$ cat src/rtl/pipe_hazard_ctrl_if.sv
// Pipeline-control bundle between the hazard sequencer and the datapath.
// The slave modport is the sequencer side, the master modport the datapath side.
interface pipe_hazard_ctrl_if #(
    parameter int CNT_W = 32
);
    logic [4:0]       id_rs1;
    logic [4:0]       id_rs2;
    logic             id_rs1_used;
    logic             id_rs2_used;
    logic [4:0]       ex_reg_addr;
    logic             ex_mem_read;
    logic             ex_branch_taken;
    logic [1:0]       mem_ls;
    logic             dmem_ready;
    logic             dmem_req;
    logic             pc_en;
    logic             if_id_en;
    logic             if_id_flush;
    logic             id_ex_en;
    logic             id_ex_flush;
    logic             ex_mem_en;
    logic             mem_wb_bubble;
    logic             bus_err;
    logic [CNT_W-1:0] stall_cnt;

    modport slave (
        input  id_rs1, id_rs2, id_rs1_used, id_rs2_used,
        input  ex_reg_addr, ex_mem_read, ex_branch_taken,
        input  mem_ls, dmem_ready,
        output dmem_req, pc_en, if_id_en, if_id_flush, id_ex_en, id_ex_flush,
        output ex_mem_en, mem_wb_bubble, bus_err, stall_cnt
    );

    modport master (
        output id_rs1, id_rs2, id_rs1_used, id_rs2_used,
        output ex_reg_addr, ex_mem_read, ex_branch_taken,
        output mem_ls, dmem_ready,
        input  dmem_req, pc_en, if_id_en, if_id_flush, id_ex_en, id_ex_flush,
        input  ex_mem_en, mem_wb_bubble, bus_err, stall_cnt
    );
endinterface

$ cat src/rtl/pipe_hazard_ctrl.sv
// Stall/flush sequencer for the 5-stage pipeline: load-use bubbles, taken-branch
// squashes and freezes for multi-cycle data-memory accesses, with a sticky
// memory-timeout error and a count of cycles in which the PC did not advance.
module pipe_hazard_ctrl #(
    parameter int TIMEOUT = 16,
    parameter int CNT_W   = 32
) (
    input logic              clk,
    input logic              rst,
    pipe_hazard_ctrl_if.slave hz
);
    typedef enum logic [1:0] {
        S_RUN      = 2'd0,
        S_MEM_WAIT = 2'd1,
        S_ERROR    = 2'd2
    } state_t;

    state_t           state;
    logic [7:0]       wait_cnt;
    logic             bus_err;
    logic [CNT_W-1:0] stall_cnt;

    logic mem_op;
    logic freeze;
    logic load_use;
    logic rs1_hit;
    logic rs2_hit;

    logic pc_en;
    logic if_id_en;
    logic if_id_flush;
    logic id_ex_en;
    logic id_ex_flush;
    logic ex_mem_en;
    logic mem_wb_bubble;
    logic dmem_req;

    // Hazard detection terms; x0 is never a real dependency.
    always_comb begin
        mem_op   = (hz.mem_ls == 2'b01) || (hz.mem_ls == 2'b10);
        freeze   = (state != S_ERROR) && mem_op && !hz.dmem_ready;
        rs1_hit  = hz.id_rs1_used && (hz.id_rs1 == hz.ex_reg_addr);
        rs2_hit  = hz.id_rs2_used && (hz.id_rs2 == hz.ex_reg_addr);
        load_use = hz.ex_mem_read && (hz.ex_reg_addr != 5'd0) && (rs1_hit || rs2_hit);
    end

    // Pipeline controls by priority: reset, error, freeze, branch, load-use, normal.
    // Branch and load-use inputs are simply ignored while frozen, so they take
    // effect again on the first unfrozen cycle without any extra state.
    always_comb begin
        pc_en         = 1'b0;
        if_id_en      = 1'b0;
        if_id_flush   = 1'b0;
        id_ex_en      = 1'b0;
        id_ex_flush   = 1'b0;
        ex_mem_en     = 1'b0;
        mem_wb_bubble = 1'b0;
        dmem_req      = 1'b0;
        if (!rst) begin
            dmem_req = mem_op && (state != S_ERROR);
            if (state == S_ERROR || freeze) begin
                mem_wb_bubble = 1'b1;
            end else if (hz.ex_branch_taken) begin
                pc_en       = 1'b1;
                if_id_en    = 1'b1;
                if_id_flush = 1'b1;
                id_ex_en    = 1'b1;
                id_ex_flush = 1'b1;
                ex_mem_en   = 1'b1;
            end else if (load_use) begin
                id_ex_en    = 1'b1;
                id_ex_flush = 1'b1;
                ex_mem_en   = 1'b1;
            end else begin
                pc_en     = 1'b1;
                if_id_en  = 1'b1;
                id_ex_en  = 1'b1;
                ex_mem_en = 1'b1;
            end
        end
    end

    // Sequencer state, memory-wait timer, sticky error and stall counter.
    always_ff @(posedge clk) begin
        if (rst) begin
            state     <= S_RUN;
            wait_cnt  <= '0;
            bus_err   <= 1'b0;
            stall_cnt <= '0;
        end else begin
            if (!pc_en) begin
                stall_cnt <= stall_cnt + CNT_W'(1);
            end
            case (state)
                S_RUN: begin
                    if (freeze) begin
                        state    <= S_MEM_WAIT;
                        wait_cnt <= 8'd1;
                    end
                end
                S_MEM_WAIT: begin
                    if (!mem_op || hz.dmem_ready) begin
                        state    <= S_RUN;
                        wait_cnt <= '0;
                    end else if (wait_cnt == 8'(TIMEOUT - 1)) begin
                        state   <= S_ERROR;
                        bus_err <= 1'b1;
                    end else begin
                        wait_cnt <= wait_cnt + 8'd1;
                    end
                end
                S_ERROR: begin
                    state <= S_ERROR;
                end
                default: begin
                    state    <= S_RUN;
                    wait_cnt <= '0;
                end
            endcase
        end
    end

    assign hz.pc_en         = pc_en;
    assign hz.if_id_en      = if_id_en;
    assign hz.if_id_flush   = if_id_flush;
    assign hz.id_ex_en      = id_ex_en;
    assign hz.id_ex_flush   = id_ex_flush;
    assign hz.ex_mem_en     = ex_mem_en;
    assign hz.mem_wb_bubble = mem_wb_bubble;
    assign hz.dmem_req      = dmem_req;
    assign hz.bus_err       = bus_err;
    assign hz.stall_cnt     = stall_cnt;
endmodule

$ cat src/flat_wrapper.sv
// flat-port wrapper written by rule: the top's interface ports become plain ports
module pipe_hazard_ctrl_flat 
#(
    parameter int TIMEOUT = 16,
    parameter int CNT_W   = 32
)
  (clk, rst, hz_id_rs1, hz_id_rs2, hz_id_rs1_used, hz_id_rs2_used, hz_ex_reg_addr, hz_ex_mem_read, hz_ex_branch_taken, hz_mem_ls, hz_dmem_ready, hz_dmem_req, hz_pc_en, hz_if_id_en, hz_if_id_flush, hz_id_ex_en, hz_id_ex_flush, hz_ex_mem_en, hz_mem_wb_bubble, hz_bus_err, hz_stall_cnt);
  pipe_hazard_ctrl_if #(.CNT_W(CNT_W)) hz_i ();
  input logic clk;
  input logic rst;
  input wire logic [$bits(hz_i.id_rs1)-1:0] hz_id_rs1;
  input wire logic [$bits(hz_i.id_rs2)-1:0] hz_id_rs2;
  input wire logic [$bits(hz_i.id_rs1_used)-1:0] hz_id_rs1_used;
  input wire logic [$bits(hz_i.id_rs2_used)-1:0] hz_id_rs2_used;
  input wire logic [$bits(hz_i.ex_reg_addr)-1:0] hz_ex_reg_addr;
  input wire logic [$bits(hz_i.ex_mem_read)-1:0] hz_ex_mem_read;
  input wire logic [$bits(hz_i.ex_branch_taken)-1:0] hz_ex_branch_taken;
  input wire logic [$bits(hz_i.mem_ls)-1:0] hz_mem_ls;
  input wire logic [$bits(hz_i.dmem_ready)-1:0] hz_dmem_ready;
  output wire logic [$bits(hz_i.dmem_req)-1:0] hz_dmem_req;
  output wire logic [$bits(hz_i.pc_en)-1:0] hz_pc_en;
  output wire logic [$bits(hz_i.if_id_en)-1:0] hz_if_id_en;
  output wire logic [$bits(hz_i.if_id_flush)-1:0] hz_if_id_flush;
  output wire logic [$bits(hz_i.id_ex_en)-1:0] hz_id_ex_en;
  output wire logic [$bits(hz_i.id_ex_flush)-1:0] hz_id_ex_flush;
  output wire logic [$bits(hz_i.ex_mem_en)-1:0] hz_ex_mem_en;
  output wire logic [$bits(hz_i.mem_wb_bubble)-1:0] hz_mem_wb_bubble;
  output wire logic [$bits(hz_i.bus_err)-1:0] hz_bus_err;
  output wire logic [$bits(hz_i.stall_cnt)-1:0] hz_stall_cnt;
  assign hz_i.id_rs1 = hz_id_rs1;
  assign hz_i.id_rs2 = hz_id_rs2;
  assign hz_i.id_rs1_used = hz_id_rs1_used;
  assign hz_i.id_rs2_used = hz_id_rs2_used;
  assign hz_i.ex_reg_addr = hz_ex_reg_addr;
  assign hz_i.ex_mem_read = hz_ex_mem_read;
  assign hz_i.ex_branch_taken = hz_ex_branch_taken;
  assign hz_i.mem_ls = hz_mem_ls;
  assign hz_i.dmem_ready = hz_dmem_ready;
  assign hz_dmem_req = hz_i.dmem_req;
  assign hz_pc_en = hz_i.pc_en;
  assign hz_if_id_en = hz_i.if_id_en;
  assign hz_if_id_flush = hz_i.if_id_flush;
  assign hz_id_ex_en = hz_i.id_ex_en;
  assign hz_id_ex_flush = hz_i.id_ex_flush;
  assign hz_ex_mem_en = hz_i.ex_mem_en;
  assign hz_mem_wb_bubble = hz_i.mem_wb_bubble;
  assign hz_bus_err = hz_i.bus_err;
  assign hz_stall_cnt = hz_i.stall_cnt;
  pipe_hazard_ctrl #(.TIMEOUT(TIMEOUT), .CNT_W(CNT_W)) u_core (.clk(clk), .rst(rst), .hz(hz_i));
endmodule
$ cat config.mk
export PLATFORM = sky130hd
export DESIGN_NAME = pipe_hazard_ctrl_flat
export DESIGN_NICKNAME = d
export VERILOG_FILES = /design/src/rtl/pipe_hazard_ctrl_if.sv /design/src/rtl/pipe_hazard_ctrl.sv /design/src/flat_wrapper.sv
export SDC_FILE = /design/constraint.sdc
export NUM_CORES = 1
export LEC_CHECK = 0
export CAP_MARGIN = 0
export CORE_MARGIN = 2
export CORE_UTILIZATION = 52
export CTS_CLUSTER_DIAMETER = 120
export CTS_CLUSTER_SIZE = 10
export DETAILED_ROUTE_END_ITERATION = 16
export GPL_ROUTABILITY_DRIVEN = 0
export HOLD_SLACK_MARGIN = 0.03
export PLACE_DENSITY = 0.86
export REMOVE_ABC_BUFFERS = 1
export SLEW_MARGIN = 20
export SYNTH_ARGS = -nofsm -noshare
export SYNTH_HDL_FRONTEND = slang
export SYNTH_SLANG_ARGS = --single-unit
export TNS_END_PERCENT = 50
$ cat constraint.sdc
create_clock -name clk -period 4.4 [get_ports clk]
set_input_delay 0.66 -clock clk [delete_from_list [all_inputs] [get_ports clk]]
set_output_delay 0.66 -clock clk [all_outputs]
set_load 0.005 [all_outputs]
== Word level (Yosys, flattened, before mapping) ==
Cells that the tools add are included.

* Bits in registers: 43
* Output and inout port bits: 41
* Logic and storage cells: 60

* Add/subtract/negate cells: 2
* Eq/ne operators: 11
* Muxes and demuxes: 24
* Bitwise operators: 2
* Reduce and logical (&&, ||, !) cells: 17

{| class="wikitable"
|+ Operator list
! kind !! count
|-
| 32-bit by 1-bit adder with 32-bit output (second input constant) || 1
|-
| 8-bit two-way mux || 3
|-
| 8-bit one-hot mux with 3 select lines || 1
|-
| 1-bit two-way mux || 16
|-
| 5-bit == test || 2
|-
| 8-bit by 1-bit adder with 8-bit output (second input constant) || 1
|-
| 8-bit by 4-bit == test with 1-bit output (second input constant) || 1
|-
| 1-bit logical AND || 6
|-
| 2-bit two-way mux || 3
|-
| 2-bit one-hot mux with 3 select lines || 1
|-
| 3-bit AND reduction || 2
|-
| 5-bit nonzero test || 1
|-
| 2-bit by 1-bit == test with 1-bit output (second input constant) || 2
|-
| 2-bit == test (second input constant) || 2
|-
| 1-bit logical OR || 4
|-
| 3-bit by 1-bit inequality test with 1-bit output (second input constant) || 1
|-
| 3-bit by 2-bit inequality test with 1-bit output (second input constant) || 1
|-
| 1-bit zero test || 2
|-
| 2-bit zero test || 1
|-
| 2-bit by 1-bit inequality test with 1-bit output (second input constant) || 1
|-
| 2-bit inequality test (second input constant) || 1
|-
| 1-bit NOT || 2
|-
| 2-bit AND reduction || 1
|}

== Depth between registers and ports, before layout ==
* Depth after elaboration: 8
* Depth in mapped cells: 8
* Depth with buffers taken out: 7

== Worst setup path after synthesis ==
Ideal clock, no wire load.

* Kind: input to output
* From: in hz_ex_reg_addr[1]
* To: out hz_pc_en
* Arrival time: 2.026 ns
* Slack: 1.714 ns
* Stages on the path: 7
* Path buffers: 3
* Cell sequence: or4_1 o21ai_2 nor2_1 a21boi_4 buf_6 buf_6 buf_4

* Cells in the longest elaborated chain, start to end: 8
* Elaborated cells on any way between the ends: 12
* Classes of those cells: 2 x eq/ne; 4 x mux; 6 x reduce/logical

{| class="wikitable"
|+ RTL lines
! element !! RTL line !! source
|-
| start, declared || flat_wrapper.sv:15 || <nowiki>input wire logic [$bits(hz_i.ex_reg_addr)-1:0] hz_ex_reg_addr;</nowiki>
|-
| 5-bit == test (on tied branches) || pipe_hazard_ctrl.sv:42, pipe_hazard_ctrl.sv:43 ||
|-
| 1-bit logical AND (on tied branches) || pipe_hazard_ctrl.sv:42, pipe_hazard_ctrl.sv:43 ||
|-
| 1-bit logical OR || pipe_hazard_ctrl.sv:44 || <nowiki>load_use = hz.ex_mem_read && (hz.ex_reg_addr != 5'd0) && (rs1_hit || rs2_hit);</nowiki>
|-
| 1-bit logical AND (*) || pipe_hazard_ctrl.sv:44 ||
|-
| 1-bit two-way mux (*) (4 in series) || n/a ||
|-
| end, declared || flat_wrapper.sv:21 || <nowiki>output wire logic [$bits(hz_i.pc_en)-1:0] hz_pc_en;</nowiki>
|}

Mark *: on every way between the ends. The rest lies on a longest branch, timed or not.

== Worst setup path after layout ==
* From: in hz_ex_reg_addr[1]
* To: out hz_if_id_en

* Cells in the longest elaborated chain, start to end: 8
* Elaborated cells on any way between the ends: 12
* Classes of those cells: 2 x eq/ne; 4 x mux; 6 x reduce/logical

{| class="wikitable"
|+ RTL lines
! element !! RTL line !! source
|-
| 5-bit == test (on tied branches) || pipe_hazard_ctrl.sv:42, pipe_hazard_ctrl.sv:43 ||
|-
| 1-bit logical AND (on tied branches) || pipe_hazard_ctrl.sv:42, pipe_hazard_ctrl.sv:43 ||
|-
| 1-bit logical OR || pipe_hazard_ctrl.sv:44 ||
|-
| 1-bit logical AND (*) || pipe_hazard_ctrl.sv:44 ||
|-
| 1-bit two-way mux (*) || pipe_hazard_ctrl.sv:70 || <nowiki>end else if (load_use) begin</nowiki>
|-
| 1-bit two-way mux (*) || pipe_hazard_ctrl.sv:63 || <nowiki>end else if (hz.ex_branch_taken) begin</nowiki>
|-
| 1-bit two-way mux (*) || pipe_hazard_ctrl.sv:61 || <nowiki>if (state == S_ERROR || freeze) begin</nowiki>
|-
| 1-bit two-way mux (*) || pipe_hazard_ctrl.sv:59 || <nowiki>if (!rst) begin</nowiki>
|-
| end, declared || flat_wrapper.sv:22 || <nowiki>output wire logic [$bits(hz_i.if_id_en)-1:0] hz_if_id_en;</nowiki>
|}

Marks and branches as above.

==> flow_metrics.env <==
export IMPL_finalHoldViolCount=0
export IMPL_irDropWorstVdd_uv=158.9
export IMPL_drv_cap=0
export IMPL_crit_slowest_cell="or4_1"
export IMPL_vias=2388
export IMPL_syn_inst=295
export IMPL_layout_drive_gt1_share_pct=5.747
export IMPL_antenna_found_initial=0
export IMPL_drc=0
export IMPL_crit_top_cell="clkdlybuf4s50_1"
export IMPL_synth_distinct_cells=42
export IMPL_numCtsBuffers=5
export IMPL_drt_pass1_iter_count=4
export IMPL_p_per_area_mw_per_mm2=242.5
export IMPL_cts_setup_buffers=0
export IMPL_gr_total_overflow=0
export IMPL_cpPeakStageDelay_ns=0.57
export IMPL_cts_tree="built"
export IMPL_finalSetupTns_ns=0
export IMPL_grt_usage_pct=22.59
export IMPL_skew_ns=0.005504
export IMPL_cp_required_ns=3.74
export IMPL_setup_viol=0
export IMPL_routed_wl_um=5803
export IMPL_via_per_inst=5.970
export IMPL_port_buffers=64
export IMPL_place_inst=392
export IMPL_critPathBufInv=2
export IMPL_ys_flop_type="dfxtp_1"
export IMPL_grt_pass1_vias=2144
export IMPL_drv_slew=0
export IMPL_mostFrequentLayoutCell="clkdlybuf4s50_1"
export IMPL_synth_seq_cells=43
export IMPL_clock_sinks=43
export IMPL_ys_seq_area_share_pct=36.00
export IMPL_final_cell_mix="64 x clkdlybuf4s50_1, 43 x dfxtp_1, 32 x a21oi_1, 23 x nand2_1, 19 x or3_1"
export IMPL_async_flop_share_pct=0
export IMPL_start_kind="input port"
export IMPL_crit_family="buffers and inverters"
export IMPL_cp_end_kind="primary output"
export IMPL_yosys_area_share_simple_pct=31.66
export IMPL_synth_top_family_by_area="simple AND/OR/NAND/NOR gates"
export IMPL_dp_hpwl_um=4137
export IMPL_cp_max_fo=3
export IMPL_ctsResizeCount=0
export IMPL_rows=24
export IMPL_ys_warnings_count=0
export IMPL_max_freq_mhz=301.2
export IMPL_path_cells="clkdlybuf4s50_1, or4_1, o21ai_2, nor2_1, a21boi_4, clkdlybuf4s50_1"
export IMPL_synth_fa_ha_area_share_pct=1.047
export IMPL_grt_max_degree=64
export IMPL_syn_to_final_growth_pct=28.62
export IMPL_die_y_um=71.81
export IMPL_cts_root_buf="clkbuf_8"
export IMPL_fin_crit_sh_pct=75.46
export IMPL_synth_xor_area_share_pct=5.495
export IMPL_worst_pin_slew_ns=0.6699
export IMPL_outcome="finished clean"
export IMPL_synth_compound_area_share_pct=20.20
export IMPL_dr_first_iter_drc_count=150
export IMPL_initial_utilization_pct=54.54
export IMPL_slew_headroom_pct=54.99
export IMPL_rsz0062_at_grt="false"
export IMPL_worstPathArrival_ns=2.66
export IMPL_hold_slack_ns=0.4970
export IMPL_fp_dieW_um=71.81
export IMPL_core_area_mm2=0.004384
export IMPL_hp_class="reg2reg"
export IMPL_io_pins=65
export IMPL_min_period_ns=3.320
export IMPL_avgSynthCellArea_um2=8.105
export IMPL_die_area_mm2=0.005157
export IMPL_final_cells=400
export IMPL_crit_type="in2out"
export IMPL_clk_pin_slew_ns=0.08
export IMPL_final_nets=373
export IMPL_grt_pass1_wl_um=9480
export IMPL_clk_latency_ns=0.30
export IMPL_synthesis_area_mm2=0.002391
export IMPL_holdBufCountCts=0
export IMPL_postRouteAntennaNets=0
export IMPL_n_antenna_cell=0
export IMPL_synth_mux_area_share_pct=0.4186
export IMPL_avgRoutedWirePerCell_um=14.51
export IMPL_htree_levels=2
export IMPL_cts_buffer_depth=2
export IMPL_p_leak_nw=0.9790
export IMPL_synth_edf_count=0
## stage by stage
stage,power (mW),utilization [%],cell area [um2],setup slack [ns]
CTS,0.7535,70.15,3075,1.065
global placement,0.5107,68.24,2992,1.103
global route,0.7755,70.15,3075,0.9976
finish,0.7458,70.15,3075,1.080
floorplan,0.4528,-,2271,1.576
detailed placement,0.5127,68.24,2992,1.068
## worst reg2reg max path: cells and delay by family (launching register included)
| family | cells | cell delay [ns] |
|---|---|---|
| and+or+nand+nor | 5 | 1.61 |
| DFF | 1 | 0.44 |
| AOI/OAI and AO/OA | 1 | 0.16 |
## flip-flops by register name (all words and copies together) (netlist names)
register / flops
u_core.hz.stall_cnt: 32
u_core.wait_cnt: 8
u_core.state: 2
u_core.hz.bus_err: 1
## cell type report
type | instances | area [um2]
Clock buffer | 5 | 68.82
Tap cell | 52 | 65.06
Multi-Input combinational cell | 230 | 1406
Inverter | 1 | 3.754
Timing Repair Buffer | 66 | 655.6
Sequential cell | 43 | 860.8
Clock inverter | 3 | 15.01
Fill cell | 364 | 1309
## per-layer routing
layer	wire [um]	share of wire [%]	global-route usage [%]	vias to the layer above
met3	406	7.0	4.641	6
met2	2836	49	38.68	71
met1	2488	43	28.51	1101
met5	0	0	0	-
met4	72	1.2	7.128	0
li1	-	-	-	1210
## cells in the mapped netlist (all sizes together), types with 5 or more instances
master,number,area (um2)
or4,13,97.59
nor2,18,67.56
nand4,15,93.84
o21ai,18,93.84
a31oi,5,31.28
or3,19,118.9
nand2,23,86.33
xnor2,13,113.9
dfxtp,43,860.8
o31ai,12,90.09
and3,9,56.30
buf,9,73.81
nor3,9,50.05
a21oi,32,160.2
clkbuf,12,46.29
nand3,13,82.58
## kinds of logic after synthesis
logic type	Yosys count
mux	1
buf+inv	22
compound gates	79
fa+ha+maj	2
xor+xnor	15
simple gates	133
flops	43
## power breakdown
| part | internal (mW) | switching (mW) | leakage (nW) | total (mW) |
|---|---|---|---|---|
| Combinational | 0.0535 | 0.0493 | 0.584 | 0.103 |
| Sequential | 0.394 | 0.00649 | 0.347 | 0.400 |
| Clock | 0.109 | 0.134 | 0.0477 | 0.243 |
| Total | 0.556 | 0.190 | 0.979 | 0.746 |
## final timing paths
check	start	end	slack, ns	cells past startpoint
min reg2reg	u_core.hz.stall_cnt[26]	u_core.hz.stall_cnt[26]	0.50	2
min	u_core.hz.stall_cnt[26]	u_core.hz.stall_cnt[26]	0.50	2
max reg2reg	u_core.hz.stall_cnt[2]	u_core.hz.stall_cnt[22]	2.12	6
max	hz_ex_reg_addr[1]	hz_if_id_en	1.08	6
Note: power is estimated with default switching activity, not from simulation.
==> edit (config.mk and constraints unchanged) <==
Reset style: asynchronous (`rst`), changed in one clocked block.
--- a/src/rtl/pipe_hazard_ctrl.sv
+++ b/src/rtl/pipe_hazard_ctrl.sv
@@ -81,7 +81,7 @@
     end
 
     // Sequencer state, memory-wait timer, sticky error and stall counter.
-    always_ff @(posedge clk) begin
+    always_ff @(posedge clk or posedge rst) begin
         if (rst) begin
             state     <= S_RUN;
             wait_cnt  <= '0;
Function: differs if rst is asserted again (counterexample within 4 cycles, from zero or initial values and one cycle with rst high); with rst held inactive, the same outputs for 10 cycles.
==> edit against the original RTL <==
  * Sequential share of layout area grew 7.0 points
  * Die area shrank 3.1%
  * Design area is essentially flat
  * Sequential cell count is the same
  * First-iteration DRC count shrank 14%
  * Routed wire length shrank 12%
  * Setup slack gained 18 ps
  * Area after synthesis shrank 3.3%
  * Synthesized cell count shrank 25%
  * Global-route usage shrank 1.4 points
  * Register-to-register slack gained 90 ps
  * Via count shrank 23%
Power is not compared: it rests on default switching activity, and its combinational part moved more than twofold at a synthesized area within 25%.
==> edit: results (changes against the original RTL) <==
[outcome]
outcome = finished clean

[detailed_routing]
viasPerCell = 5.44  ; -8.8%
detail_route.first_pass.iterations = 4  ; unchanged
drc = 0  ; unchanged
wire_per_inst_um = 15.2  ; +5.0%
drt_iter0_drc = 129  ; -14%

[place]
dp_hpwl_um = 3670  ; -11%
io_buffers = 64  ; unchanged
dp.cells = 328  ; -16%
dp_slack_ps = 1110  ; +44.1 ps

[worst_setup_path]
crit_arrival_ps = 2640  ; -20 ps
crit_path_top_delay_cell = or4_1
slowest_delay_ps = 550  ; -20 ps
regToRegStartpoint = u_core.state[0]
crit_path_max_fanout = 3  ; unchanged
critPathCapture = hz_if_id_en
r2r_slack_ps = 2210  ; +90 ps
r2r-end = u_core.hz.stall_cnt[1]
crit_type = in2out
crit_path_start = hz_ex_reg_addr[2]
rr_worst_depth = 6  ; unchanged
cp_top_family = buffers and inverters

[cells_and_area]
antenna_cells = 0  ; unchanged
top_regs = u_core.hz.stall_cnt: 32 flops, u_core.wait_cnt: 8 flops, u_core.state: 2 flops
drive_above_1_share_pct = 7.75  ; +2.0 points
fin_nets = 309  ; -17%
instances_no_fill = 336  ; -16%

[logic_synthesis]
ys_top_cells_by_area = dfrtp_1 (47%), xor2_1 (10%), xnor2_1 (6.8%)
ys_warn_count = 0  ; unchanged
synth_flop_cell = dfrtp_1
avgSynthCellArea_um2 = 10.5  ; +30%
yosys-top-cells-count = dfrtp_1 (43), xor2_1 (27), nand2_1 (19)
ys_types = 43  ; +2.4%
ys_async_sr_fraction_pct = 100  ; +100 points
yosysSeqAreaShare_pct = 46.5  ; +11 points

[clock_tree]
clockRootBuffer = clkbuf_8
numCtsBuffers = 5  ; unchanged
htree_num_levels = 2  ; unchanged
cts_resized = 0  ; unchanged
post_cts_buffers = 0  ; unchanged
clk-insertion-delay-late_ps = 290
clk_path_buf_depth = 2  ; unchanged
clk_pin_slew_worst_paths_ps = 80  ; about the same

[timing]
fin_skew_ps = 9.15  ; +3.65 ps
max_slew_margin_pct = 52.2  ; -2.8 points
fmax_mhz = 303  ; +0.55%

[pwr]
power.leakage_nw = 1.17
peakVddDrop_v = 0.000262
switching_share_pct = 28.6

[global_route]
antenna_found_initial = 0  ; unchanged
grt_pass1_vias = 1829  ; -15%
grt_use_total_pct = 21.2  ; -1.4 points
grt_max_degree = 44  ; -31%
grt_pass1_wl_um = 8620  ; -9.1%

[hold_path]
min_path_type = reg2reg

[edit: layout make-up]
type,instances,area (um2)
Fill cell,326,1250
Tap cell,52,65.1
Timing Repair Buffer,66,656
Multi-Input combinational cell,165,1160
Clock inverter,3,43.8
Inverter,2,7.51
Sequential cell,43,1080
Clock buffer,5,68.8
[edit: stage by stage]
stage	power, mW	hold WS [ps]	cell area, um2
detailed placement	0.762	456	2960
global placement	0.751	449	2960
CTS	1.07	479	3080
global route	1.12	492	3080
finish	1.06	474	3080
floorplan	0.612	441	2240
[edit: worst min-delay path by stage]
stage / slack, ps / from / endpoint / cells after the start
floorplan: 440 / u_core.wait_cnt[7] / u_core.wait_cnt[7] / 1
global placement: 450 / u_core.hz.bus_err / u_core.hz.bus_err / 1
detailed placement: 460 / u_core.hz.stall_cnt[31] / u_core.hz.stall_cnt[31] / 1
CTS: 480 / u_core.hz.stall_cnt[31] / u_core.hz.stall_cnt[31] / 1
global route: 490 / u_core.hz.stall_cnt[31] / u_core.hz.stall_cnt[31] / 1
finish: 470 / u_core.hz.stall_cnt[31] / u_core.hz.stall_cnt[31] / 1
[edit: metal layers]
metal | wire, um | up-vias | track usage (%)
met1 | 2270 | 883 | 28.1
met2 | 2540 | 37 | 35.5
met4 | 55 | 0 | 4.82
met5 | 0 | - | 0
met3 | 253 | 8 | 4.99
li1 | - | 901 | -
[edit: cell families after synthesis]
logic type	synth area share, %
compound gates	5.84
xor+xnor	17.0
fa+ha+maj	1.08
buf+inv	3.30
flops	46.5
mux	0.920
simple gates	25.3
[edit: worst reg2reg max path, stage by stage (launching register included)]
cell and delay [ps]:
dfrtp_1 560, nand2b_1 200, nand2_1 80, nor2_1 240
a21boi_4 280, buf_4 370, mux2_1 370
[edit: power by group through the flow]
| stage | registers [mW] | logic, mW | clock network, mW |
|---|---|---|---|
| floorplan | 0.495 | 0.117 | 0 |
| global placement | 0.499 | 0.252 | 0 |
| detailed placement | 0.501 | 0.261 | 0 |
| CTS | 0.494 | 0.263 | 0.311 |
| global route | 0.501 | 0.284 | 0.331 |
| finish | 0.493 | 0.258 | 0.307 |
